**config.mk**
```make
export PLATFORM = sky130hd
export DESIGN_NAME = gpio_serial_config_flat
export DESIGN_NICKNAME = d
export VERILOG_FILES = /design/src/rtl/gpio_serial_config_if.sv /design/src/rtl/gpio_serial_config.sv /design/src/flat_wrapper.sv
export SDC_FILE = /design/constraint.sdc
export NUM_CORES = 1
export LEC_CHECK = 0
export BUFFER_PORTS_ARGS = -buffer_cell sky130_fd_sc_hd__buf_2
export CORE_UTILIZATION = 55
export DETAILED_ROUTE_END_ITERATION = 8
export GPL_TIMING_DRIVEN = 0
export PLACE_DENSITY = 0.77
export SLEW_MARGIN = 20
export SYNTH_ARGS = -nofsm -noshare
export SYNTH_HDL_FRONTEND = slang
export SYNTH_SLANG_ARGS = --single-unit
```
**constraint.sdc**
```tcl
create_clock -name i_clock -period 2.6 [get_ports i_clock]
set_clock_uncertainty 0.1 [all_clocks]
set_input_delay 0.26 -clock i_clock [delete_from_list [all_inputs] [get_ports i_clock]]
set_output_delay 0.26 -clock i_clock [all_outputs]
set_load 0.01 [all_outputs]
```
**src/rtl/gpio_serial_config_if.sv**
```systemverilog
// Bundle between the pad-configuration sequencer and its surroundings.
// It carries the start request, the configuration read port and the serial
// chain outputs.
//   master : sequencer side (drives cfg_addr, serial_*, busy, done)
//   slave  : register file / chain / firmware side (drives start, cfg_data)
interface gpio_serial_config_if #(
    parameter int unsigned NUM_GPIO = 38,
    parameter int unsigned CFG_BITS = 13
);
    localparam int unsigned AW = (NUM_GPIO > 1) ? $clog2(NUM_GPIO) : 1;

    logic                start;
    logic [AW-1:0]       cfg_addr;
    logic [CFG_BITS-1:0] cfg_data;
    logic                serial_clock;
    logic                serial_data;
    logic                serial_load;
    logic                busy;
    logic                done;

    modport master (
        input  start,
        input  cfg_data,
        output cfg_addr,
        output serial_clock,
        output serial_data,
        output serial_load,
        output busy,
        output done
    );

    modport slave (
        output start,
        output cfg_data,
        input  cfg_addr,
        input  serial_clock,
        input  serial_data,
        input  serial_load,
        input  busy,
        input  done
    );
endinterface

```
**src/rtl/gpio_serial_config.sv**
```systemverilog
// GPIO pad configuration sequencer. On start it fetches one word per pad,
// highest pad first, shifts each word MSB-first down the pad control chain
// and then strobes serial_load so every pad latches its word at once.
//   i_clock : system clock, rising edge
//   i_reset : asynchronous active-high reset
//   io_bus  : master side of gpio_serial_config_if (start, cfg read port,
//             serial_clock/serial_data/serial_load, busy, done)
module gpio_serial_config #(
    parameter int unsigned NUM_GPIO = 38,
    parameter int unsigned CFG_BITS = 13
) (
    input  logic                  i_clock,
    input  logic                  i_reset,
    gpio_serial_config_if.master  io_bus
);
    localparam int unsigned AW = (NUM_GPIO > 1) ? $clog2(NUM_GPIO) : 1;
    localparam int unsigned BW = (CFG_BITS > 1) ? $clog2(CFG_BITS) : 1;

    typedef enum logic [2:0] {
        StIdle,
        StFetch,
        StShiftLo,
        StShiftHi,
        StLoad,
        StDone
    } state_e;

    state_e              r_state, w_state_d;
    logic [AW-1:0]       r_idx, w_idx_d;
    logic [BW-1:0]       r_bitn, w_bitn_d;
    logic [CFG_BITS-1:0] r_sreg, w_sreg_d;

    logic [AW-1:0] r_cfg_addr, w_cfg_addr_d;
    logic          r_serial_clock, w_serial_clock_d;
    logic          r_serial_data, w_serial_data_d;
    logic          r_serial_load, w_serial_load_d;
    logic          r_busy, w_busy_d;
    logic          r_done, w_done_d;

    // State and datapath registers
    always_ff @(posedge i_clock or posedge i_reset) begin
        if (i_reset) begin
            r_state <= StIdle;
            r_idx   <= '0;
            r_bitn  <= '0;
            r_sreg  <= '0;
        end else begin
            r_state <= w_state_d;
            r_idx   <= w_idx_d;
            r_bitn  <= w_bitn_d;
            r_sreg  <= w_sreg_d;
        end
    end

    // Next-state and datapath update
    always_comb begin
        w_state_d = r_state;
        w_idx_d   = r_idx;
        w_bitn_d  = r_bitn;
        w_sreg_d  = r_sreg;
        unique case (r_state)
            StIdle: begin
                if (io_bus.start) begin
                    w_idx_d   = AW'(NUM_GPIO - 1);
                    w_state_d = StFetch;
                end
            end
            StFetch: begin
                w_sreg_d  = io_bus.cfg_data;
                w_bitn_d  = BW'(CFG_BITS - 1);
                w_state_d = StShiftLo;
            end
            StShiftLo: w_state_d = StShiftHi;
            StShiftHi: begin
                if (r_bitn != '0) begin
                    w_bitn_d  = r_bitn - BW'(1);
                    w_sreg_d  = r_sreg << 1;
                    w_state_d = StShiftLo;
                end else if (r_idx != '0) begin
                    w_idx_d   = r_idx - AW'(1);
                    w_state_d = StFetch;
                end else begin
                    w_state_d = StLoad;
                end
            end
            StLoad:  w_state_d = StDone;
            StDone:  w_state_d = StIdle;
            default: w_state_d = StIdle;
        endcase
    end

    // Outputs are registered, so they are decoded from the state being entered.
    always_comb begin
        w_cfg_addr_d     = r_cfg_addr;
        w_serial_clock_d = 1'b0;
        w_serial_data_d  = 1'b0;
        w_serial_load_d  = 1'b0;
        w_busy_d         = (w_state_d != StIdle);
        w_done_d         = 1'b0;
        unique case (w_state_d)
            StFetch:   w_cfg_addr_d = w_idx_d;
            // Data is launched from the shifter value that becomes current on entry
            StShiftLo: w_serial_data_d = w_sreg_d[CFG_BITS-1];
            StShiftHi: begin
                w_serial_clock_d = 1'b1;
                w_serial_data_d  = r_serial_data;
            end
            StLoad:    w_serial_load_d = 1'b1;
            StDone:    w_done_d = 1'b1;
            default:   ;
        endcase
    end

    always_ff @(posedge i_clock or posedge i_reset) begin
        if (i_reset) begin
            r_cfg_addr     <= '0;
            r_serial_clock <= 1'b0;
            r_serial_data  <= 1'b0;
            r_serial_load  <= 1'b0;
            r_busy         <= 1'b0;
            r_done         <= 1'b0;
        end else begin
            r_cfg_addr     <= w_cfg_addr_d;
            r_serial_clock <= w_serial_clock_d;
            r_serial_data  <= w_serial_data_d;
            r_serial_load  <= w_serial_load_d;
            r_busy         <= w_busy_d;
            r_done         <= w_done_d;
        end
    end

    assign io_bus.cfg_addr     = r_cfg_addr;
    assign io_bus.serial_clock = r_serial_clock;
    assign io_bus.serial_data  = r_serial_data;
    assign io_bus.serial_load  = r_serial_load;
    assign io_bus.busy         = r_busy;
    assign io_bus.done         = r_done;
endmodule

```
**src/flat_wrapper.sv**
```systemverilog
// flat-port wrapper written by rule: the top's interface ports become plain ports
module gpio_serial_config_flat 
#(
    parameter int unsigned NUM_GPIO = 38,
    parameter int unsigned CFG_BITS = 13
)
  (i_clock, i_reset, io_bus_start, io_bus_cfg_data, io_bus_cfg_addr, io_bus_serial_clock, io_bus_serial_data, io_bus_serial_load, io_bus_busy, io_bus_done);
  gpio_serial_config_if #(.NUM_GPIO(NUM_GPIO), .CFG_BITS(CFG_BITS)) io_bus_i ();
  input  logic i_clock;
  input  logic i_reset;
  input wire logic [$bits(io_bus_i.start)-1:0] io_bus_start;
  input wire logic [$bits(io_bus_i.cfg_data)-1:0] io_bus_cfg_data;
  output wire logic [$bits(io_bus_i.cfg_addr)-1:0] io_bus_cfg_addr;
  output wire logic [$bits(io_bus_i.serial_clock)-1:0] io_bus_serial_clock;
  output wire logic [$bits(io_bus_i.serial_data)-1:0] io_bus_serial_data;
  output wire logic [$bits(io_bus_i.serial_load)-1:0] io_bus_serial_load;
  output wire logic [$bits(io_bus_i.busy)-1:0] io_bus_busy;
  output wire logic [$bits(io_bus_i.done)-1:0] io_bus_done;
  assign io_bus_i.start = io_bus_start;
  assign io_bus_i.cfg_data = io_bus_cfg_data;
  assign io_bus_cfg_addr = io_bus_i.cfg_addr;
  assign io_bus_serial_clock = io_bus_i.serial_clock;
  assign io_bus_serial_data = io_bus_i.serial_data;
  assign io_bus_serial_load = io_bus_i.serial_load;
  assign io_bus_busy = io_bus_i.busy;
  assign io_bus_done = io_bus_i.done;
  gpio_serial_config #(.NUM_GPIO(NUM_GPIO), .CFG_BITS(CFG_BITS)) u_core (.i_clock(i_clock), .i_reset(i_reset), .io_bus(io_bus_i));
endmodule
```
==> results of run 1 <==
through the flow:
stage	instances	utilization, %
2_1_floorplan	171	-
3_3_place_gp	241	64.02
3_5_place_dp	241	64.02
4_1_cts	250	66.63
5_1_grt	250	66.63
6_report	250	66.63
cell usage in the layout, fill, tap and decap left out, types with 2 or more instances in the layout:
| master | synthesis | routed |
|---|---|---|
| a211o_1 | 2 | 2 |
| a21oi_1 | 4 | 4 |
| a22oi_1 | 11 | 11 |
| a2bb2oi_1 | 3 | 3 |
| and3b_1 | 2 | 2 |
| buf_2 | 2 | 28 |
| clkbuf_1 | 6 | 6 |
| clkbuf_4 | 0 | 5 |
| clkbuf_8 | 0 | 2 |
| dfrtp_1 | 37 | 37 |
| ha_1 | 3 | 3 |
| inv_1 | 7 | 6 |
| mux2i_1 | 2 | 2 |
| nand2_1 | 29 | 29 |
| nand3_1 | 7 | 7 |
| nor2_1 | 4 | 4 |
| nor3_1 | 6 | 6 |
| nor3b_1 | 4 | 4 |
| nor4_1 | 2 | 2 |
| o21ai_0 | 3 | 3 |
| o22ai_1 | 2 | 2 |
| or2_2 | 2 | 2 |
| xor2_1 | 2 | 2 |
synth_stat cells, drive strengths merged, types with 3 or more instances:
library cell  instances
inv                   7
nor3b                 5
nor3                  6
clkbuf                6
ha                    3
dfrtp                37
nand2                30
a21oi                 4
a211o                 3
a22oi                11
nor2                  4
o21ai                 3
buf                   3
nand3                 7
a2bb2oi               3
area by class of cell:
class                   count  area share (%)
multi-input cells         118           38.50
inverters                   7           1.281
well taps                  44           2.685
plain buffers               9           2.135
flip-flops and latches     37           45.15
clock buffers               7           3.173
repair buffers             27           6.833
clock inverters             1          0.2441
worst reg2reg max path: cells and delay by family (launching register included):
kind / cells / cell delay, ns
AO/OA/AOI/OAI: 1 / 0.25
AND/OR/NAND/NOR: 2 / 0.80
adder cells (fa/ha/maj): 1 / 0.17
buffers and inverters: 1 / 0.09
multiplexers: 1 / 0.32
flip-flops: 1 / 0.42
metal layers:
| metal | vias up | GRT usage, % | routed length [µm] | part of all wire (%) |
|---|---|---|---|---|
| li1 | 686 | - | - | - |
| met1 | 676 | 30.17 | 1568 | 46 |
| met2 | 35 | 35.23 | 1675 | 49 |
| met3 | 6 | 5.240 | 133 | 3.9 |
| met4 | 0 | 9.864 | 47 | 1.4 |
| met5 | - | 0 | 0 | 0 |
report_power, final:
group / switching (mW) / internal [mW]
clock: 0.175 / 0.157
sequential: 0.138 / 0.766
combinational: 0.515 / 0.381
flip-flops by register name, summed over array words and instances, names as in the netlist, 3 cells and up:
| name | count |
|---|---|
| u_core.r_sreg | 13 |
| u_core.r_state | 3 |
| u_core.io_bus.cfg_addr | 6 |
| u_core.r_bitn | 4 |
| u_core.r_idx | 6 |
cells by family after synthesis:
logic type | Yosys count | share of synthesized area, %
fa+ha+maj | 3 | 2.103
buf+inv | 16 | 3.924
xor+xnor | 3 | 1.472
simple gates | 72 | 22.43
compound gates | 36 | 15.63
mux | 4 | 2.593
flops | 37 | 51.86
path summary, 6_finish.rpt:
kind,from,slack [ns],cells after the start,to
setup / recovery,u_core.r_bitn[0],0.35,6,u_core.io_bus.cfg_addr[4]
hold / removal,io_bus_cfg_data[0],0.02,3,u_core.r_sreg[0]
setup reg to reg,u_core.r_bitn[0],0.35,6,u_core.io_bus.cfg_addr[4]
hold reg to reg,u_core.r_sreg[9],0.39,2,u_core.r_sreg[9]
max in group asynchronous,i_reset,1.42,3,u_core.r_bitn[0]
min in group asynchronous,i_reset,0.50,3,u_core.io_bus.cfg_addr[5]
timing repair:
action                    CTS  global route
hold buffers                1             0
gates resized for setup     0             0
hold endpoints to repair   37             0
==> results.cfg, run 1 <==
[drt]
vias_per_cell = 5.612
finalWirelength_mm = 3.425
via_count = 1403
first_pass_iters = 4
drt-initial-drc-count = 46
ant_nets = 0
post-route-drc-count = 0
drt-wirelength-per-cell_um = 13.70

[clock_tree]
cts_sinks = 37
number_of_cts_inserted_buffers = 5
cts.reportedPaths.clkPinSlew_ns = 0.10
htree_depth = 2
cts_tree = yes
post_cts_buffers = 0
clk_latency_ns = 0.33
deepest_clock_path_buffer_count = 2
clockRootBuffer = clkbuf_4

[layout]
multi_input_comb_area_um2 = 789.5
drive_above_1_share_pct = 24.76
finish.instance_area_um2 = 2051
seq_area_um2 = 925.9
layout-area-overhead-vs-synth_pct = 14.86
layout.filler_cells = 264
antenna-diode-count = 0
num-nets-final = 224

[timing]
finalHoldWorstSlack_ns = 0.01937
final_min_period_over_clock_period_pct = 86.56
report.final.setup_viol = 0
fmax_mhz = 444.4
least_margin_pin_slew_ns = 0.8052
slew_headroom_pct = 45.56
timing.final.hold_violations = 0
final_critical_path_setup_slack_ns = 0.3495
rsz_0062_raised_after_global_routing = no
maxSlewViolCount = 0
period_needed_ns = 2.250
setup_tns_ns = 0

[grt]
largest_net_degree_at_the_start_of_global_routing = 38
grt_util_overall_pct = 22.57
grt_remaining_overflow = 0
global_route_wire_length_before_repair_mm = 5.809
via_count_of_the_first_global_routing_pass = 1316
grt_antenna_before_repair = 0

[logic_synthesis]
largest_cells_by_area_after_synthesis = dfrtp_1 52%, nand2_1 6.1%, a22oi_1 4.6%, ha_1 2.1%, nand3_1 2.0%
postSynth.topFlopCell = dfrtp_1
postSynthAreaPerCell_um2 = 10.44
synth-seq-area-share_pct = 51.86
synth.yosys.warnings = 0
proportion_of_synthesized_flip_flops_having_asynchronous_set_or_reset_pct = 100.0
synth_cell_types = 52
yosys_register_bits = 37
synthesis.area_um2 = 1785
synthDominantCellAreaShare_pct = 51.86
synth-edff-count = 0
postSynthCellCount = 171
mapped_nets = 190
synth_top_area_cell = dfrtp_1

[placed_design]
portBuffers = 26
dp_hpwl_mm = 2.484
place_congestion = 0.8580
post_place_setup_slack_ns = 0.3807
placed_area_um2 = 1971

[die]
dieArea_um2 = 3478
pin_count = 27
starting_density_of_the_core_pct = 58.01
number_of_placement_rows = 20
die_w_um = 58.98
die_h_um = 58.98
placeableCoreArea_um2 = 3078

[flow_run]
maxCapViolations = 0

[setup_path]
cpLargestDelayFamily = simple AND/OR/NAND/NOR gates
timing.critical_path.from_type = flop
crit_chain = inv_1, ha_1, nor3b_2, o211ai_2, nand2_2, mux2_4
critPathRequiredTime_ns = 2.71
critical_path_buf_inv_count = 1
critPathSlowestCell = nor3b_2
arrival_ns = 2.36
critical_path_peak_fanout = 10
cp_slowest_stage_delay_ns = 0.60
critical_path.endpoint_type = flop
timing_worst_setup_path_type = reg2reg

[power]
total_power_mw = 2.132
power.leakage_nw = 0.9876
power.ir.vdd_worst_mv = 0.5249
power_density_nw_per_um2 = 1040

[hold_path]
hp-class = in2reg

[status]
outcome = complete, no violations
Power figures use the tool's default switching activity.
==> run 2: changes to the inputs <==
PLACE_DENSITY = 0.81   (was 0.77)
==> run 2 against run 1 <==
Compared with the run above:
- clock power grew 26%
- critical path depth is the same
- first-iteration DRC count grew 48%
- worst hold slack lost 0.011 ns
- worst setup slack lost 0.0027 ns
- critical endpoint unchanged
- largest power group is now combinational cells
==> results.cfg, run 2 (synthesis gave the netlist of run 1 again) <==
[status]
outcome = complete, no violations

[die]
placeableCoreArea_um2 = 3078
number_of_placement_rows = 20
starting_density_of_the_core_pct = 58.01
die_h_um = 58.98
die_w_um = 58.98
dieArea_um2 = 3478
pin_count = 27

[hold_path]
hold_path.startpoint = io_bus_cfg_data[0]
min_delay_path_depth = 3
worstHoldEndpoint = u_core.r_sreg[0]
hp-class = in2reg

[layout]
num-nets-final = 224
seq_area_um2 = 925.9
finish.instance_area_um2 = 2066
post_layout_nonfiller_instances = 250
registers.top_by_ff_count = u_core.r_sreg
layout.cells.most_common = dfrtp_1
antenna-diode-count = 0
largest_register_ff_count = 13
multi_input_comb_area_um2 = 789.5
mostFrequentLayoutCells = 37 x dfrtp_1, 29 x nand2_1, 28 x buf_2
finish.utilization_pct = 67.11
layout-area-overhead-vs-synth_pct = 15.70
layout.filler_cells = 261
drive_above_1_share_pct = 24.27

[timing]
timing.final.hold_violations = 0
setup_tns_ns = 0
fmax_mhz = 443.8
period_needed_ns = 2.253
rsz_0062_raised_after_global_routing = no
finalHoldWorstSlack_ns = 0.008729
maxSlewViolCount = 0
slew_headroom_pct = 47.08
report.final.setup_viol = 0
final_min_period_over_clock_period_pct = 86.66
least_margin_pin_slew_ns = 0.7827

[clock_tree]
cts.reportedPaths.clkPinSlew_ns = 0.11
number_of_cts_inserted_buffers = 5
deepest_clock_path_buffer_count = 2
cts_sinks = 37
clockRootBuffer = clkbuf_4
htree_depth = 2
clk_latency_ns = 0.34
cts_tree = yes
post_cts_buffers = 0

[placed_design]
place.detailed.instances = 241
placed_area_um2 = 1971
portBuffers = 26
dp_hpwl_mm = 2.548
place_congestion = 0.9188

[grt]
grt_util_overall_pct = 23.78
largest_net_degree_at_the_start_of_global_routing = 38
grt_antenna_before_repair = 0
grt_remaining_overflow = 0
via_count_of_the_first_global_routing_pass = 1391
use_met1_pct = 29.94
grt-busiest-layer = met2
global_route_wire_length_before_repair_mm = 6.072
grtUsageMet3_pct = 5.240
grt_use_met2_pct = 39.12

[drt]
ant_nets = 0
drt-initial-drc-count = 68
drt-wirelength-per-cell_um = 14.32
post-route-drc-count = 0
vias_per_cell = 5.700
first_pass_iters = 4
via_count = 1425
finalWirelength_mm = 3.579

[setup_path]
worstReg2RegStart = u_core.r_bitn[0]
critical_path.endpoint_type = flop
setup.reg_to_reg.worst_slack_ns = 0.35
timing.reg2reg.worst_path_depth = 6
critical_path_peak_fanout = 10
timing.critical_path.from_type = flop
timing_worst_setup_path_type = reg2reg
arrival_ns = 2.40
critPathRequiredTime_ns = 2.74
capturing_point_of_the_worst_reg2reg_path = u_core.io_bus.cfg_addr[4]

[power]
power_density_nw_per_um2 = 1081
power.leakage_nw = 0.9918
power.ir.vdd_worst_mv = 0.5427

[flow_run]
maxCapViolations = 0
-- run 2: cell count changes in the layout (fill, tap and decap cells not counted), sizes merged --
cell,delta
bufinv,+1
clkinv,-1
-- run 2: cell type report --
cell class                 instances  share of cell area, %
clock inverter                     1                  1.454
tap                               44                  2.665
timing repair buffer              27                  6.784
inverter                           7                  1.272
multi-input combinational        118                  38.22
clock buffer                       7                  2.665
sequential                        37                  44.82
buffer                             9                  2.120
-- run 2: how the worst max path moves through the flow --
| stage | cells after the start | to | from | slack, ns |
|---|---|---|---|---|
| detailed placement | 6 | u_core.io_bus.cfg_addr[4] | u_core.r_idx[0] | 0.40 |
| finish | 6 | u_core.io_bus.cfg_addr[4] | u_core.r_bitn[0] | 0.35 |
| global placement | 6 | u_core.io_bus.cfg_addr[4] | u_core.r_bitn[0] | 0.44 |
| floorplan | 6 | u_core.io_bus.cfg_addr[4] | u_core.r_idx[0] | 0.60 |
| global route | 6 | u_core.io_bus.cfg_addr[4] | u_core.r_bitn[0] | 0.25 |
| CTS | 6 | u_core.io_bus.cfg_addr[4] | u_core.r_bitn[0] | 0.35 |
-- run 2: metrics by stage --
stage	power (mW)	worst slack, ns
floorplan	1.572	0.6030
global placement	1.766	0.4369
detailed placement	1.821	0.3969
CTS	2.241	0.3466
global route	2.393	0.2485
finish	2.233	0.3469
-- run 2: worst max-delay path: stages (launching register included) --
cell,delay [ns]
dfrtp_1,0.42
inv_1,0.09
ha_1,0.17
nor3b_2,0.59
o211ai_2,0.25
nand2_2,0.21
mux2_4,0.32
-- run 2: report_power, final --
group	switching [mW]	leakage (nW)	internal, mW
clock network	0.188	0.0455	0.230
logic	0.529	0.492	0.383
registers	0.137	0.455	0.766
-- run 2: per-layer routing --
layer | wire length (µm) | vias up | part of all wire, %
met5 | 0 | - | 0
met4 | 68 | 0 | 1.9
met3 | 154 | 7 | 4.3
met2 | 1770 | 43 | 49
met1 | 1585 | 692 | 44
li1 | - | 683 | -
-- run 2: repair_timing --
| action | in CTS | in global routing |
|---|---|---|
| resized for setup | 0 | 0 |
| hold buffers | 1 | 0 |
| endpoints found under the setup margin | 0 | 0 |
| hold endpoints to repair | 37 | 0 |
==> run 3: changes to the inputs <==
CORE_UTILIZATION = 60   (was 55)
PLACE_DENSITY = 0.87   (was 0.81)
clock period = 2.61 ns   (was 2.6 ns; I/O delays follow)
==> run 3 against run 2 <==
Compared with the run above:
- sequential share of layout area increased by 1.1 points
- flip-flop and latch count unchanged
- cell count decreased by 5.2%
- fmax increased by 1.3%
- first-iteration DRC count decreased by 26%
- global-route usage increased by 4.1 points
- register-to-register slack improved by 0.04 ns
- via count increased by 2.9%
- wire length increased by 9.7%
- critical endpoint unchanged
- largest cell class unchanged
- largest power group unchanged
==> results.cfg, run 3 (synthesis gave the netlist of run 1 again) <==
[drt]
via_count = 1467
first_pass_iters = 4
finalWirelength_mm = 3.927
post-route-drc-count = 0
drt-initial-drc-count = 50
vias_per_cell = 6.190
drt-wirelength-per-cell_um = 16.57
ant_nets = 0

[setup_path]
worstReg2RegStart = u_core.r_bitn[0]
critPathRequiredTime_ns = 2.76
critical_path.startpoint = u_core.r_bitn[0]
critical_path.endpoint_type = flop
arrival_ns = 2.38
critical_path_peak_fanout = 10
timing.critical_path.from_type = flop
timing_worst_setup_path_type = reg2reg

[grt]
grt-busiest-layer = met2
grtUsageMet3_pct = 7.834
global_route_wire_length_before_repair_mm = 6.734
grt_antenna_before_repair = 0
grt_use_met2_pct = 45.38
via_count_of_the_first_global_routing_pass = 1443
grt_util_overall_pct = 27.93
use_met1_pct = 34.78
grt_remaining_overflow = 0
largest_net_degree_at_the_start_of_global_routing = 38

[layout]
mostFrequentLayoutCells = 37 x dfrtp_1, 29 x nand2_1, 28 x buf_2
layout.filler_cells = 203
post_layout_nonfiller_instances = 237
multi_input_comb_area_um2 = 789.5
seq_area_um2 = 925.9
layout.cells.most_common = dfrtp_1
num-nets-final = 224
antenna-diode-count = 0
drive_above_1_share_pct = 24.27
largest_register_ff_count = 13
registers.top_by_ff_count = u_core.r_sreg
layout-area-overhead-vs-synth_pct = 12.89

[clock_tree]
cts_sinks = 37
post_cts.resized_instances = 0
clk_latency_ns = 0.35
htree_depth = 2
cts_tree = yes
holdBufCountCts = 1
post_cts_buffers = 0
clockRootBuffer = clkbuf_4
cts.reportedPaths.clkPinSlew_ns = 0.11
deepest_clock_path_buffer_count = 2
number_of_cts_inserted_buffers = 5

[die]
placeableCoreArea_um2 = 2781
pin_count = 27
die_w_um = 56.55
starting_density_of_the_core_pct = 64.19
die_h_um = 56.55
number_of_placement_rows = 19
dieArea_um2 = 3198

[placed_design]
place_congestion = 0.8543
place.detailed.instances = 228
portBuffers = 26
dp_hpwl_mm = 2.811

[timing]
rsz_0062_raised_after_global_routing = no
period_needed_ns = 2.225
least_margin_pin_slew_ns = 0.7604
maxSlewViolCount = 0
fmax_mhz = 449.4
report.final.setup_viol = 0
slew_headroom_pct = 48.59
setup_tns_ns = 0
timing.final.hold_violations = 0
final_min_period_over_clock_period_pct = 85.25

[hold_path]
hp-class = in2reg
hold_path.startpoint = io_bus_cfg_data[0]

[flow_run]
maxCapViolations = 0

[power]
power.ir.vdd_worst_mv = 0.8504
power.leakage_nw = 0.9783
power_density_nw_per_um2 = 1054

[status]
outcome = complete, no violations
run 3: cell types whose count changed in the layout (fill, tap and decap cells not counted):
cell | previous run | this run
bufinv_16 | 1 | 0
clkbuf_8 | 1 | 0
clkinv_2 | 0 | 2
run 3: area by class of cell:
cell class / count / share of cell area, %
Sequential cell: 37 / 45.93
Multi-Input combinational cell: 118 / 39.17
Timing Repair Buffer: 27 / 6.952
Buffer: 9 / 2.173
Clock buffer: 6 / 2.048
Tap cell: 31 / 1.924
Inverter: 7 / 1.304
Clock inverter: 2 / 0.4966
run 3: report_power, final:
group	internal, mW	switching, mW
combinational	0.379	0.541
sequential	0.763	0.147
clock	0.103	0.193
total	1.24	0.880
run 3: routing by layer:
metal | wire length, µm | vias up
met3 | 204 | 14
met4 | 121 | 0
met1 | 1619 | 719
met5 | 0 | -
li1 | - | 685
met2 | 1983 | 49
run 3: worst max-delay path, stage by stage (launching register included):
cell      delay (ns)
dfrtp_1         0.43
inv_1           0.10
ha_1            0.15
nor3b_2         0.57
o211ai_2        0.25
nand2_2         0.21
mux2_4          0.31
run 3: per-stage QoR:
| stage | cell area, µm² | setup slack, ns | hold slack (ns) | util [%] | power [mW] |
|---|---|---|---|---|---|
| 2_1_floorplan | 1785 | 0.6130 | 0.2664 | - | 1.566 |
| 3_3_place_gp | 1954 | 0.4570 | 0.3513 | 70.27 | 1.757 |
| 3_5_place_dp | 1954 | 0.4214 | 0.3441 | 70.27 | 1.827 |
| 4_1_cts | 2016 | 0.4094 | 0.01583 | 72.47 | 2.122 |
| 5_1_grt | 2016 | 0.2419 | 0.02594 | 72.47 | 2.289 |
| 6_report | 2016 | 0.3850 | 0.01970 | 72.47 | 2.125 |
run 3: path summary, 6_finish.rpt:
check	to	slack, ns	cells after the start
min in group asynchronous	u_core.io_bus.cfg_addr[4]	0.47	3
worst max register to register	u_core.io_bus.cfg_addr[4]	0.39	6
max in group asynchronous	u_core.r_sreg[4]	1.44	3
worst min register to register	u_core.r_sreg[3]	0.39	2
worst min-delay path	u_core.r_sreg[0]	0.02	3
worst max-delay path	u_core.io_bus.cfg_addr[4]	0.39	6
